<file path="src/rtl/up_counter_ctrl_if.sv">
// up_counter_ctrl_if: configuration, control and status bundle for up_counter_ctrl.
//
// Signals:
//   cfg_valid  - configuration offer (master -> slave)
//   cfg_ready  - slave accepts configuration this cycle (slave -> master)
//   cfg_limit  - terminal count, captured on cfg_valid && cfg_ready
//   cfg_reload - 1 = auto-reload, 0 = one-shot, captured with cfg_limit
//   cfg_div    - prescale divider, present only with UP_CNT_CTRL_PRESCALE_EN
//   start      - level-sampled start request
//   stop       - level-sampled stop request
//   cnt        - current count
//   busy       - high while counting
//   done       - one-cycle pulse per terminal count
//
// Modports: master drives configuration/control, slave is the controller.
interface up_counter_ctrl_if #(
  parameter int unsigned WIDTH = 32
) ();

  logic             cfg_valid;
  logic             cfg_ready;
  logic [WIDTH-1:0] cfg_limit;
  logic             cfg_reload;
`ifdef UP_CNT_CTRL_PRESCALE_EN
  logic [7:0]       cfg_div;
`endif
  logic             start;
  logic             stop;
  logic [WIDTH-1:0] cnt;
  logic             busy;
  logic             done;

`ifdef UP_CNT_CTRL_PRESCALE_EN
  modport master (
    output cfg_valid, cfg_limit, cfg_reload, cfg_div, start, stop,
    input  cfg_ready, cnt, busy, done
  );

  modport slave (
    input  cfg_valid, cfg_limit, cfg_reload, cfg_div, start, stop,
    output cfg_ready, cnt, busy, done
  );
`else
  modport master (
    output cfg_valid, cfg_limit, cfg_reload, start, stop,
    input  cfg_ready, cnt, busy, done
  );

  modport slave (
    input  cfg_valid, cfg_limit, cfg_reload, start, stop,
    output cfg_ready, cnt, busy, done
  );
`endif

endinterface

</file>
<file path="src/rtl/up_counter_ctrl.sv">
// up_counter_ctrl: sequences a WIDTH-bit up counter into a programmable interval timer.
//
// A terminal value and mode (one-shot / auto-reload) are loaded through a valid/ready
// handshake, after which start/stop control counting. Each terminal count produces a
// one-cycle done pulse; one-shot mode then parks in DONE holding the terminal value.
//
// Ports:
//   clk - clock, rising edge
//   rst - asynchronous active-high reset
//   bus - up_counter_ctrl_if.slave (cfg_valid/ready/limit/reload[/div], start, stop,
//         cnt, busy, done)
//
// Optional feature (define UP_CNT_CTRL_PRESCALE_EN): adds cfg_div and an 8-bit prescaler
// so the counter advances once every cfg_div+1 clocks while running. Without the macro
// the counter advances on every clock in RUN.
module up_counter_ctrl #(
  parameter int unsigned WIDTH = 32
) (
  input logic               clk,
  input logic               rst,
  up_counter_ctrl_if.slave  bus
);

  typedef enum logic [1:0] {
    StIdle,
    StArmed,
    StRun,
    StDone
  } state_e;

  state_e           state_q, state_d;
  logic [WIDTH-1:0] cnt_q, cnt_d;
  logic [WIDTH-1:0] limit_q, limit_d;
  logic             reload_q, reload_d;
  logic             done_q, done_d;

  logic             cfg_hs;
  logic             tick;
  logic             at_limit;

`ifdef UP_CNT_CTRL_PRESCALE_EN
  logic [7:0]       div_q, div_d;
  logic [7:0]       presc_q, presc_d;

  assign tick = (presc_q == div_q);
`else
  assign tick = 1'b1;
`endif

  // Configuration is accepted in every state except RUN.
  assign cfg_hs   = bus.cfg_valid && (state_q != StRun);
  assign at_limit = (cnt_q == limit_q);

  always_comb begin
    state_d  = state_q;
    cnt_d    = cnt_q;
    limit_d  = limit_q;
    reload_d = reload_q;
    done_d   = 1'b0;
`ifdef UP_CNT_CTRL_PRESCALE_EN
    div_d    = div_q;
    presc_d  = presc_q;
`endif

    unique case (state_q)
      StIdle, StArmed, StDone: begin
        if (cfg_hs) begin
          // Handshake wins over a simultaneous start.
          limit_d  = bus.cfg_limit;
          reload_d = bus.cfg_reload;
`ifdef UP_CNT_CTRL_PRESCALE_EN
          div_d    = bus.cfg_div;
`endif
          state_d  = StArmed;
        end else if (bus.start &&
                     (((state_q == StArmed) && !bus.stop) || (state_q == StDone))) begin
          state_d = StRun;
          cnt_d   = '0;
`ifdef UP_CNT_CTRL_PRESCALE_EN
          presc_d = 8'd0;
`endif
        end
      end

      StRun: begin
`ifdef UP_CNT_CTRL_PRESCALE_EN
        presc_d = tick ? 8'd0 : presc_q + 8'd1;
`endif
        if (tick) begin
          if (at_limit) begin
            done_d = 1'b1;
            if (reload_q) begin
              cnt_d = '0;
            end else begin
              state_d = StDone;
            end
          end else begin
            // cnt_q < limit_q here, so the increment cannot wrap.
            cnt_d = cnt_q + WIDTH'(1);
          end
        end
        // Stop overrides both RUN and the one-shot move to DONE; the tick still applies.
        if (bus.stop) begin
          state_d = StArmed;
`ifdef UP_CNT_CTRL_PRESCALE_EN
          presc_d = 8'd0;
`endif
        end
      end
    endcase
  end

  always_ff @(posedge clk or posedge rst) begin
    if (rst) begin
      state_q  <= StIdle;
      cnt_q    <= '0;
      limit_q  <= '0;
      reload_q <= 1'b0;
      done_q   <= 1'b0;
`ifdef UP_CNT_CTRL_PRESCALE_EN
      div_q    <= 8'd0;
      presc_q  <= 8'd0;
`endif
    end else begin
      state_q  <= state_d;
      cnt_q    <= cnt_d;
      limit_q  <= limit_d;
      reload_q <= reload_d;
      done_q   <= done_d;
`ifdef UP_CNT_CTRL_PRESCALE_EN
      div_q    <= div_d;
      presc_q  <= presc_d;
`endif
    end
  end

  assign bus.cfg_ready = (state_q != StRun);
  assign bus.busy      = (state_q == StRun);
  assign bus.cnt       = cnt_q;
  assign bus.done      = done_q;

endmodule

</file>
<file path="src/flat_wrapper.sv">
// flat-port wrapper written by rule: the top's interface ports become plain ports
module up_counter_ctrl_flat 
#(
  parameter int unsigned WIDTH = 32
)
  (clk, rst, bus_cfg_valid, bus_cfg_limit, bus_cfg_reload, bus_start, bus_stop, bus_cfg_ready, bus_cnt, bus_busy, bus_done);
  up_counter_ctrl_if #(.WIDTH(WIDTH)) bus_i ();
  input logic clk;
  input logic rst;
  input wire logic [$bits(bus_i.cfg_valid)-1:0] bus_cfg_valid;
  input wire logic [$bits(bus_i.cfg_limit)-1:0] bus_cfg_limit;
  input wire logic [$bits(bus_i.cfg_reload)-1:0] bus_cfg_reload;
  input wire logic [$bits(bus_i.start)-1:0] bus_start;
  input wire logic [$bits(bus_i.stop)-1:0] bus_stop;
  output wire logic [$bits(bus_i.cfg_ready)-1:0] bus_cfg_ready;
  output wire logic [$bits(bus_i.cnt)-1:0] bus_cnt;
  output wire logic [$bits(bus_i.busy)-1:0] bus_busy;
  output wire logic [$bits(bus_i.done)-1:0] bus_done;
  assign bus_i.cfg_valid = bus_cfg_valid;
  assign bus_i.cfg_limit = bus_cfg_limit;
  assign bus_i.cfg_reload = bus_cfg_reload;
  assign bus_i.start = bus_start;
  assign bus_i.stop = bus_stop;
  assign bus_cfg_ready = bus_i.cfg_ready;
  assign bus_cnt = bus_i.cnt;
  assign bus_busy = bus_i.busy;
  assign bus_done = bus_i.done;
  up_counter_ctrl #(.WIDTH(WIDTH)) u_core (.clk(clk), .rst(rst), .bus(bus_i));
endmodule
</file>
<file path="config.mk">
export PLATFORM = sky130hd
export DESIGN_NAME = up_counter_ctrl_flat
export DESIGN_NICKNAME = d
export VERILOG_FILES = /design/src/rtl/up_counter_ctrl_if.sv /design/src/rtl/up_counter_ctrl.sv /design/src/flat_wrapper.sv
export SDC_FILE = /design/constraint.sdc
export NUM_CORES = 1
export LEC_CHECK = 0
export BUFFER_PORTS_ARGS = -buffer_cell sky130_fd_sc_hd__buf_2
export CAP_MARGIN = 30
export CORE_ASPECT_RATIO = 1.1
export CORE_UTILIZATION = 60
export DETAILED_ROUTE_END_ITERATION = 10
export HOLD_SLACK_MARGIN = 0.08
export PLACE_DENSITY = 0.9
export SETUP_SLACK_MARGIN = 0.05
export SLEW_MARGIN = 0
export SYNTH_ARGS = -nofsm -noshare
export SYNTH_HDL_FRONTEND = slang
export SYNTH_SLANG_ARGS = --single-unit
</file>
<file path="constraint.sdc">
create_clock -name clk -period 4 [get_ports clk]
set_clock_uncertainty 0.1 [all_clocks]
set_input_delay 0.6 -clock clk [delete_from_list [all_inputs] [get_ports clk]]
set_output_delay 0.6 -clock clk [all_outputs]
set_load 0.005 [all_outputs]
</file>
---- Yosys cells after proc, flatten, opt, wreduce, memory -nomap -nowiden ----
Index checks and enable logic that the tools add are counted.
W data, S select, Z words.
cells by class
  muxes and demuxes ....................... 13
  reduce and logical (&&, ||, !) cells .... 10
  add/sub/neg operators ................... 1
  equal/unequal tests ..................... 11
operator list
  cell                     count
  $mux W32                 4
  $pmux W32 S2             1
  $add A32 B1 Y32 const B  1
  $eq A32 B32 Y1           1
  $mux W2                  5
  $ne A3 B2 Y1 const B     2
  $reduce_and A3 Y1        2
  $eq A2 B2 Y1 const B     2
  $ne A2 B2 Y1 const B     2
  $pmux W2 S2              1
  $logic_and A1 B1 Y1      3
  $ne A3 B1 Y1 const B     1
  $ne A3 B3 Y1 const B     1
  $reduce_or A3 Y1         1
  $eq A2 B1 Y1 const B     1
  $logic_not A2 Y1         1
  $mux W1                  2
  $ne A2 B1 Y1 const B     1
  $reduce_and A2 Y1        1
  $logic_not A1 Y1         1
  $logic_or A1 B1 Y1       1
word-level totals
  output and inout port bits .............. 35
  bits in registers ....................... 68

---- Logic depth before layout (Yosys ltp) ----
Gate-level depths: netlist of the first run.
  word-level depth ........................ 7
  mapped depth ............................ 8

---- Worst setup path after synthesis of the first run ----
OpenSTA, ideal clock, no wires.
  path kind ............................... reg-to-reg
  start ................................... register u_core.cnt_q[0], in the netlist u_core.bus.cnt[0]
  end ..................................... register u_core.cnt_q[24], in the netlist u_core.bus.cnt[24]
  data required time ...................... 3.774 ns
  period minus slack after synthesis ...... 2.067 ns
  cell stages (with the launch flop) ...... 7
  arrival time ............................ 1.841 ns
  buffers on the path ..................... 0
  library setup time ...................... 0.126 ns
  setup slack ............................. 1.933 ns
  path through ............................ dfrtp_1 ha_1 and3_1 nand4_2 or4_1 and3_1 a221o_1
between the ends
  longest elaborated chain between the ends .. 3
RTL lines
  item                                                      line                                          source
  from (decl)                                               up_counter_ctrl.sv:32                         logic [WIDTH-1:0] cnt_q, cnt_d;
  from (signal assigned)                                    up_counter_ctrl.sv:126                        cnt_q <= cnt_d;
  $add A32 B1 Y32 / $eq A32 B32 Y1 (equally long branches)  up_counter_ctrl.sv:99, up_counter_ctrl.sv:52
  $mux W32 / $ne A3 B2 Y1 (equally long branches)           n/a
  $pmux W32 S2 / $reduce_and A3 Y1 (equally long branches)  n/a
Parallel ways exist; a longest one is shown, timed or not.
A chain may end at the register's enable or synchronous reset.

---- Worst setup path in the final report of the first run ----
  start ................................... register u_core.cnt_q[4], in the netlist u_core.bus.cnt[4]
  end ..................................... register u_core.cnt_q[18], in the netlist u_core.bus.cnt[18]
The elaborated chain is that of the path after synthesis.

==> metrics, run 1 <==
Least-Margin Pin Slew=0.963 ns; Max Root-Sink Buffers=2; clock network latency to the later pin of the worst-skew pair=between 0.3 and 0.4 ns; Worst Hold End=u_core.state_q[1]; Root Driver=clkbuf_8; average size of a mapped cell=10.9 sq um; Area Growth Syn to Fin=14.5%; CP required=4.19 ns; CTS H-tree depth=3; Hold Crit Start=bus_stop; post-synthesis sequential area ratio=between 40% and 50%; Sequential Area=1700 sq um; I/O Buffers=72; final setup fails=0; via count=about 3000; fin crit share=between 60% and 70%; die area=~6500 sq um; PD cells=354 nW/um^2; final hold violation count=0; dpl cells=474; Crit. End Element=register; Netlist cell types=51; Post-Route M1 WL=around 3800 microns; crit-path max FO=18; DPL Wire Length=6440 microns; Slew Limit Fails=0; ANT cells=0; Critical Path AT=around 2.9 ns; top layer in use=met4; max cap viols=0; fin worst setup slack=1.27 ns; ANT nets after route=0; clock-pin transition on the worst setup and hold timing paths=around 0.070 ns; Rows=29; WL/cell=18.2 microns; number of global-route vias before repair=just under 3000; R2R Path End=u_core.bus.cnt[18]; met2 WL=4250 microns; Tot GR Track Use=between 20 and 30%; nets=about 450; Tmin final=between 2 and 3 ns; hold-critical path depth=2; Finished Layout Cells=approximately 500; Routed WL=roughly 9000 microns; initial DRC count=280; Syn. warnings=0; height of the die=84.8 microns; Post-CTS Setup Repair Bufs=0; Tot Pwr=between 1.5 and 2 mW; R2R cell count=7; first-pass GRT wire length=14800 microns; number of iterations in the first detailed-routing pass=4; met3 wire length=~650 microns; Post-CTS Resized=0; critical path class=register to register; initial antenna violation count=0; total grt overflow=0; Num Clock Sinks=68; pre-CTS WS=1.33 ns; Top Ports=73; max frequency=between 300 and 400 MHz; # fillers=about 440; Synth async-reset ratio=between 90% and 100%; synthesized flop and latch total=68; maximum VDD drop=between 200 and 250 uV; Die Wd=a little under 80 microns; hold_buf cts=1; Setup TNS=0 ns; Remaining DRCs=0; Max-slew headroom=35.4%; Synth Flop Type=dfrtp_1; area occupied by multi-input gates=1870 sq um; LEAKAGE=between 1.5 and 2 nW; RSZ-0062 raised after global routing=false; fraction of layout cells with a size suffix above 1=35.0%; Mapped Area=3740 sq um; Initial Utilization=approximately 64%; status=completed; reg-to-reg critical path startpoint=u_core.bus.cnt[4]; Final GP Congestion=between 0.8 and 0.9; Syn Nets=383; Core ar.=slightly below 6000 sq um; Startpoint Class=register; DR vias/cell=6.12; CTS tree=done; Post-synth EDFFs=0; clock buffer count from CTS=9; pin count of the biggest net entering global routing=39; reg2reg setup slack=around 1.3 ns; Post-Syn Instances=around 340; Hold Crit Class=input port to register
## critical path, stage by stage (launching register included)
cell	delay [ns]
dfrtp_1	0.62
xnor2_1	0.20
nand4_1	0.14
nor4_2	0.32
nand2_2	0.15
o31ai_4	0.59
buf_4	0.35
a221o_1	0.18
## state kept, by name (all words and copies together) (netlist names)
signal,count
u_core.bus.done,1
u_core.reload_q,1
u_core.state_q,2
u_core.limit_q,32
u_core.bus.cnt,32
## report_power, final
group          switching (mW)  internal (mW)
registers              0.0574          0.737
logic                   0.107          0.113
clock network           0.263          0.237
## routing by layer
metal	vias up	track usage (%)
li1	1379	-
met1	1462	40.6
met3	22	6.41
met5	-	0
met2	143	45.8
met4	0	14.6
## synth_stat cells (all sizes together), types with 3 or more instances
library cell | number | area [sq um]
dfrtp | 68 | 1700
mux2 | 33 | 372
xnor2 | 32 | 295
nand2 | 25 | 98.8
o2bb2ai | 22 | 193
nor2 | 19 | 71.3
buf | 16 | 110
a21oi | 15 | 75.1
nor3 | 15 | 80.1
nand4 | 13 | 103
mux2i | 10 | 100
clkbuf | 8 | 32.5
nand3 | 8 | 50.1
inv | 6 | 22.5
o21ai | 6 | 30.0
and4 | 5 | 50.1
a22o | 4 | 35.0
and3 | 4 | 25.0
nor4 | 4 | 43.8
or3 | 4 | 25.0
nand2b | 3 | 18.8
or4 | 3 | 22.5
## cell families after synthesis
family | count (synthesis) | share of synthesized area, %
flops | 68 | 45.5
simple gates | 109 | 16.9
buf+inv | 30 | 4.42
compound gates | 61 | 12.3
xor+xnor | 32 | 7.90
mux | 43 | 12.6
fa+ha+maj | 1 | 0.335
## how the worst max path moves through the flow
stage	slack, ns	end	depth (start not counted)	startpoint
after floorplan	1.59	u_core.bus.cnt[0]	1	rst
after global placement	1.42	u_core.bus.cnt[18]	7	u_core.bus.cnt[4]
after detailed placement	1.33	u_core.bus.cnt[18]	7	u_core.bus.cnt[4]
after CTS	1.30	u_core.bus.cnt[18]	7	u_core.bus.cnt[4]
after global routing	1.15	u_core.bus.cnt[18]	7	u_core.bus.cnt[4]
final	1.27	u_core.bus.cnt[18]	7	u_core.bus.cnt[4]
## through the flow
stage,util [%],instance area (sq um),hold slack (ns)
3_3_place_gp,69.4,4080,0.409
6_report,72.8,4280,0.350
5_1_grt,72.8,4280,0.350
3_5_place_dp,69.8,4100,0.416
4_1_cts,72.8,4280,0.345
2_1_floorplan,-,3740,0.401
## area by class of cell
cell class	count	area share, %
Clock inverter	5	0.643
Tap cell	77	2.25
Multi-Input combinational cell	246	43.7
Sequential cell	68	39.8
Timing Repair Buffer	78	9.82
Inverter	6	0.526
Clock buffer	11	3.30
## placed cells by master (no fill, tap or decap), types with 11 or more instances in the layout
cell type / Yosys / final
o2bb2ai_1: 22 / 22
nand4_1: 11 / 11
xnor2_1: 30 / 30
nor3_1: 14 / 14
dfrtp_1: 68 / 68
nand2_1: 23 / 23
nor2_1: 19 / 19
a21oi_1: 15 / 15
buf_2: 10 / 72
mux2_2: 33 / 33
Power figures use the tool's default switching activity.
==> run 2: changes to the inputs <==
--- a/config.mk
+++ b/config.mk
@@ -8,10 +8,10 @@
 export BUFFER_PORTS_ARGS = -buffer_cell sky130_fd_sc_hd__buf_2
 export CAP_MARGIN = 30
 export CORE_ASPECT_RATIO = 1.1
-export CORE_UTILIZATION = 60
+export CORE_UTILIZATION = 50
 export DETAILED_ROUTE_END_ITERATION = 10
 export HOLD_SLACK_MARGIN = 0.08
-export PLACE_DENSITY = 0.9
+export PLACE_DENSITY = 0.8
 export SETUP_SLACK_MARGIN = 0.05
 export SLEW_MARGIN = 0
 export SYNTH_ARGS = -nofsm -noshare
==> constraint.sdc (replaced) <==
create_clock -name clk -period 2.2 [get_ports clk]
set_clock_uncertainty 0.1 [all_clocks]
set_input_delay 0.33 -clock clk [delete_from_list [all_inputs] [get_ports clk]]
set_output_delay 0.33 -clock clk [all_outputs]
set_load 0.005 [all_outputs]
==> metrics, run 2 (synthesis gave the netlist of run 1 again) <==
DR vias/cell=between 5 and 6; Max-slew headroom=between 40 and 50%; Hold Crit Start=bus_stop; ANT nets after route=0; ANT cells=0; Root Driver=clkbuf_8; maximum VDD drop=467 uV; Final GP Congestion=0.932; crit-path max FO=19; Max Root-Sink Buffers=2; pin count of the biggest net entering global routing=45; fraction of layout cells with a size suffix above 1=45.2%; R2R Path End=u_core.bus.cnt[24]; Core ar.=a little over 7000 sq um; Rows=32; die area=7820 sq um; failing checks=DRC; area occupied by multi-input gates=2000 sq um; Final Instance Area=approximately 4800 sq um; Tmin final=around 2.2 ns; status=finished, violations left; fin crit share=roughly 98%; reg2reg setup slack=about 0.042 ns; Tot GR Track Use=between 20% and 30%; Startpoint Class=register; PD cells=~650 nW/um^2; fin worst setup slack=0.0423 ns; CP cell instances=xnor2_1 -> nand4_1 -> nor4_4 -> nand2_2 -> o31ai_4 -> buf_12 -> a221o_1; WHS=between 0.1 and 0.15 ns; Hold Crit Class=input port to register; Least-Margin Pin Slew=roughly 0.76 ns; final setup fails=0; via count=between 3000 and 4000; pre-CTS WS=roughly 0.048 ns; Worst Hold End=u_core.state_q[1]; critical path class=register to register; Crit. End Element=register; final hold violation count=0; commonest cells after routing, fill and taps aside=72 x buf_2, 60 x dfrtp_1, 36 x buf_4; DPL Wire Length=just over 7000 microns; DP Area=4380 sq um; total grt overflow=0; number of global-route vias before repair=3066; commonest non-fill, non-tap cell in the layout=buf_2; Num Clock Sinks=68; CTS tree=done; Top Ports=73; R2R cell count=7; I/O Buffers=about 70; reg-to-reg critical path startpoint=u_core.bus.cnt[24]; clock-pin transition on the worst setup and hold timing paths=0.07 ns; # fillers=between 500 and 600; hold-critical path depth=2; height of the die=between 90 and 100 microns; Initial Utilization=a little over half; RSZ-0062 raised after global routing=true; Setup TNS=0 ns; initial DRC count=roughly 240; Area Growth Syn to Fin=27.5%; Critical Path AT=approximately 2.3 ns; WL/cell=roughly 18 microns; nets=between 400 and 500; Routed WL=9860 microns; max frequency=around 460 MHz; first-pass GRT wire length=roughly 16000 microns; initial antenna violation count=0; LEAKAGE=about 2.1 nW; Sequential Area=1710 sq um; Slew Limit Fails=0; number of iterations in the first detailed-routing pass=10; clock buffer count from CTS=9; max incr delay on CP=about 0.43 ns; max cap viols=0; clock network latency to the later pin of the worst-skew pair=around 0.35 ns; CTS H-tree depth=3; CP required=between 2 and 2.5 ns; Die Wd=roughly 84 microns; Remaining DRCs=2; Crit-path slowest cell=dfrtp_1
run 2: cell types whose count changed in the layout (fill, tap and decap cells not counted), sizes merged:
cell,previous run,this run
buf,77,112
bufinv,0,2
clkbuf,11,12
clkinv,4,1
run 2: final cells by class:
class	instances	share of cell area (%)
well taps	85	2.23
clock buffers	12	3.05
flip-flops and latches	68	35.9
repair buffers	113	14.9
clock inverters	4	1.52
inverters	6	0.473
multi-input cells	246	41.9
run 2: per-stage QoR:
stage / utilization (%) / power, mW / std cells
floorplan: - / 1.73 / 344
global placement: 61.4 / 1.89 / 514
detailed placement: 61.4 / 1.91 / 514
CTS: 65.3 / 3.06 / 531
global route: 66.9 / 3.21 / 534
finish: 66.9 / 3.10 / 534
run 2: worst max path at each step:
stage	startpoint	end	slack [ns]
final	u_core.bus.cnt[24]	u_core.bus.cnt[24]	0.04
after global routing	u_core.bus.cnt[24]	u_core.bus.cnt[11]	-0.06
after CTS	u_core.bus.cnt[1]	u_core.bus.cnt[26]	0.06
after detailed placement	u_core.bus.cnt[6]	u_core.bus.cnt[5]	0.05
after global placement	u_core.bus.cnt[10]	u_core.bus.cnt[0]	0.05
after floorplan	rst	u_core.bus.cnt[0]	0.06
run 2: what timing repair did:
action	in CTS	in global routing
setup buffers	0	3
resized for setup	7	21
hold buffers	1	0
pin swaps	1	2
endpoints found under the hold margin	68	0
cloned	0	0
endpoints found under the setup margin	24	32
run 2: report_power, final:
part | leakage (nW) | switching (mW) | internal, mW
Combinational | 1.16 | 0.241 | 0.264
Sequential | 0.856 | 0.104 | 1.34
Clock | 0.107 | 0.483 | 0.669
Total | 2.12 | 0.828 | 2.28
run 2: worst max-delay path, delay by kind of cell, from the launching register on:
family | cells | cell delay (ns)
AND/OR/NAND/NOR | 3 | 0.68
buffers and inverters | 1 | 0.20
flip-flops | 1 | 0.43
AO/OA/AOI/OAI | 2 | 0.43
XOR/XNOR | 1 | 0.24
run 2: routing by layer:
layer  vias up  share of wire (%)  GRT usage (%)
met2       142                 48           42.0
met4         0                4.6           14.0
met3        34                5.3           4.01
li1       1453                  -              -
met1      1542                 42           34.5
met5         -                  0              0
==> run 3: changes to the inputs <==
--- a/config.mk
+++ b/config.mk
@@ -8,10 +8,11 @@
 export BUFFER_PORTS_ARGS = -buffer_cell sky130_fd_sc_hd__buf_2
 export CAP_MARGIN = 30
 export CORE_ASPECT_RATIO = 1.1
-export CORE_UTILIZATION = 50
+export CORE_UTILIZATION = 52
+export CTS_BUF_LIST = sky130_fd_sc_hd__clkbuf_8
 export DETAILED_ROUTE_END_ITERATION = 10
 export HOLD_SLACK_MARGIN = 0.08
-export PLACE_DENSITY = 0.8
+export PLACE_DENSITY = 0.83
 export SETUP_SLACK_MARGIN = 0.05
 export SLEW_MARGIN = 0
 export SYNTH_ARGS = -nofsm -noshare
==> metrics, run 3 (synthesis gave the netlist of run 1 again) <==
status=completed; max frequency=455 MHz; first-pass GRT wire length=roughly 15000 microns; Final Instance Area=around 5000 sq um; DP Area=roughly 4400 sq um; Root Driver=clkbuf_8; Area Growth Syn to Fin=34.7%; Max Root-Sink Buffers=2; die area=between 7000 and 8000 sq um; total grt overflow=0; pin count of the biggest net entering global routing=34; Hold Crit Class=input port to register; number of iterations in the first detailed-routing pass=5; final hold violation count=0; Critical Path AT=approximately 2.4 ns; ANT nets after route=0; Final Core Density=between 70% and 80%; Final GP Congestion=about 0.89; Crit. End Element=register; PD cells=approximately 600 nW/um^2; WL/cell=a little under 20 microns; CP required=about 2.4 ns; initial antenna violation count=0; Routed WL=10700 microns; via count=between 3000 and 4000; Rows=32; fraction of layout cells with a size suffix above 1=approximately half; Initial Utilization=around 54%; number of global-route vias before repair=slightly above 3000; nets=between 400 and 500; Startpoint Class=register; I/O Buffers=between 70 and 80; area occupied by multi-input gates=~2200 sq um; Top Ports=73; DR vias/cell=6.16; Tmin final=around 2.2 ns; Slew Limit Fails=0; critical path class=register to register; crit-path max FO=7; clock network latency to the later pin of the worst-skew pair=between 0.3 and 0.4 ns; maximum VDD drop=approximately 470 uV; Least-Margin Pin Slew=approximately 0.45 ns; Remaining DRCs=0; clock-pin transition on the worst setup and hold timing paths=about 0.080 ns; Tot GR Track Use=between 20% and 30%; ANT cells=0; Setup TNS=0 ns; final setup fails=0; Core ar.=approximately 7000 sq um; Num Clock Sinks=about 70; clock buffer count from CTS=9; max cap viols=0; height of the die=90.9 microns; fin crit share=between 90 and 100%; CTS tree=done; CTS H-tree depth=3; Sequential Area=about 1700 sq um; DPL Wire Length=around 7000 microns; Max-slew headroom=approximately 70%; # fillers=440; commonest non-fill, non-tap cell in the layout=buf_2; Die Wd=between 80 and 90 microns; LEAKAGE=between 2 and 2.5 nW; commonest cells after routing, fill and taps aside=72 x buf_2, 64 x dfrtp_1, 38 x buf_4; RSZ-0062 raised after global routing=true; initial DRC count=295
run 3: cell count changes in the layout (fill, tap and decap cells not counted), moves of 4 or more:
cell,previous run,this run
o2bb2ai_2,2,13
o2bb2ai_1,20,4
buf_6,1,5
dfrtp_1,60,64
o2bb2ai_4,0,5
xnor2_1,21,25
xnor2_2,11,7
dfrtp_2,8,4
run 3: final timing paths:
| path | from | endpoint | slack (ns) | depth (start not counted) |
|---|---|---|---|---|
| worst max register to register | u_core.bus.cnt[6] | u_core.bus.cnt[18] | 0.003 | 8 |
| max in group asynchronous | rst | u_core.limit_q[15] | 0.95 | 4 |
| worst min register to register | u_core.limit_q[26] | u_core.limit_q[26] | 0.44 | 1 |
| worst min-delay path | bus_cfg_limit[10] | u_core.limit_q[10] | 0.10 | 2 |
| worst max-delay path | u_core.bus.cnt[6] | u_core.bus.cnt[18] | 0.003 | 8 |
| min in group asynchronous | rst | u_core.limit_q[29] | 0.43 | 3 |
run 3: layout make-up:
cell class	instances	share of cell area, %
multi-input cells	246	42.8
clock inverters	6	1.29
clock buffers	10	2.73
flip-flops and latches	68	33.9
well taps	85	2.11
repair buffers	122	16.7
inverters	6	0.447
run 3: layer usage:
metal / vias to the layer above / part of all wire (%) / track usage [%]
met3: 54 / 7.4 / 5.39
li1: 1469 / - / -
met4: 0 / 4.6 / 12.8
met1: 1625 / 38 / 33.1
met5: - / 0 / 0
met2: 195 / 50 / 44.2
run 3: per-stage QoR:
step | cells | hold slack [ns] | power [mW] | worst slack [ns]
final | 543 | 0.103 | 3.02 | 0.00312
after CTS | 535 | 0.0954 | 2.96 | 0.0603
after global routing | 543 | 0.101 | 3.13 | -0.0844
after floorplan | 344 | 0.328 | 1.73 | 0.0585
after global placement | 518 | 0.248 | 1.90 | 0.0328
after detailed placement | 518 | 0.255 | 1.91 | 0.0221
run 3: timing repair:
item                                    in CTS  in global routing
cloned                                       0                  4
gates resized for setup                      6                 44
endpoints found under the setup margin      31                 32
setup buffers                                0                  4
pin swaps                                    0                 14
endpoints found under the hold margin       17                  0
hold buffers                                 1                  0
run 3: report_power, final:
| group | switching [mW] | internal, mW | total, mW |
|---|---|---|---|
| clock network | 0.487 | 0.551 | 1.04 |
| logic | 0.252 | 0.280 | 0.531 |
| registers | 0.106 | 1.34 | 1.45 |
| total | 0.845 | 2.17 | 3.02 |
run 3: critical path: stages (launching register included):
cell       delay [ns]
dfrtp_1          0.47
xnor2_2          0.21
nand4_1          0.18
nor4_4           0.34
nand2_2          0.13
o31ai_4          0.20
buf_6            0.19
clkbuf_16        0.17
a221o_1          0.14
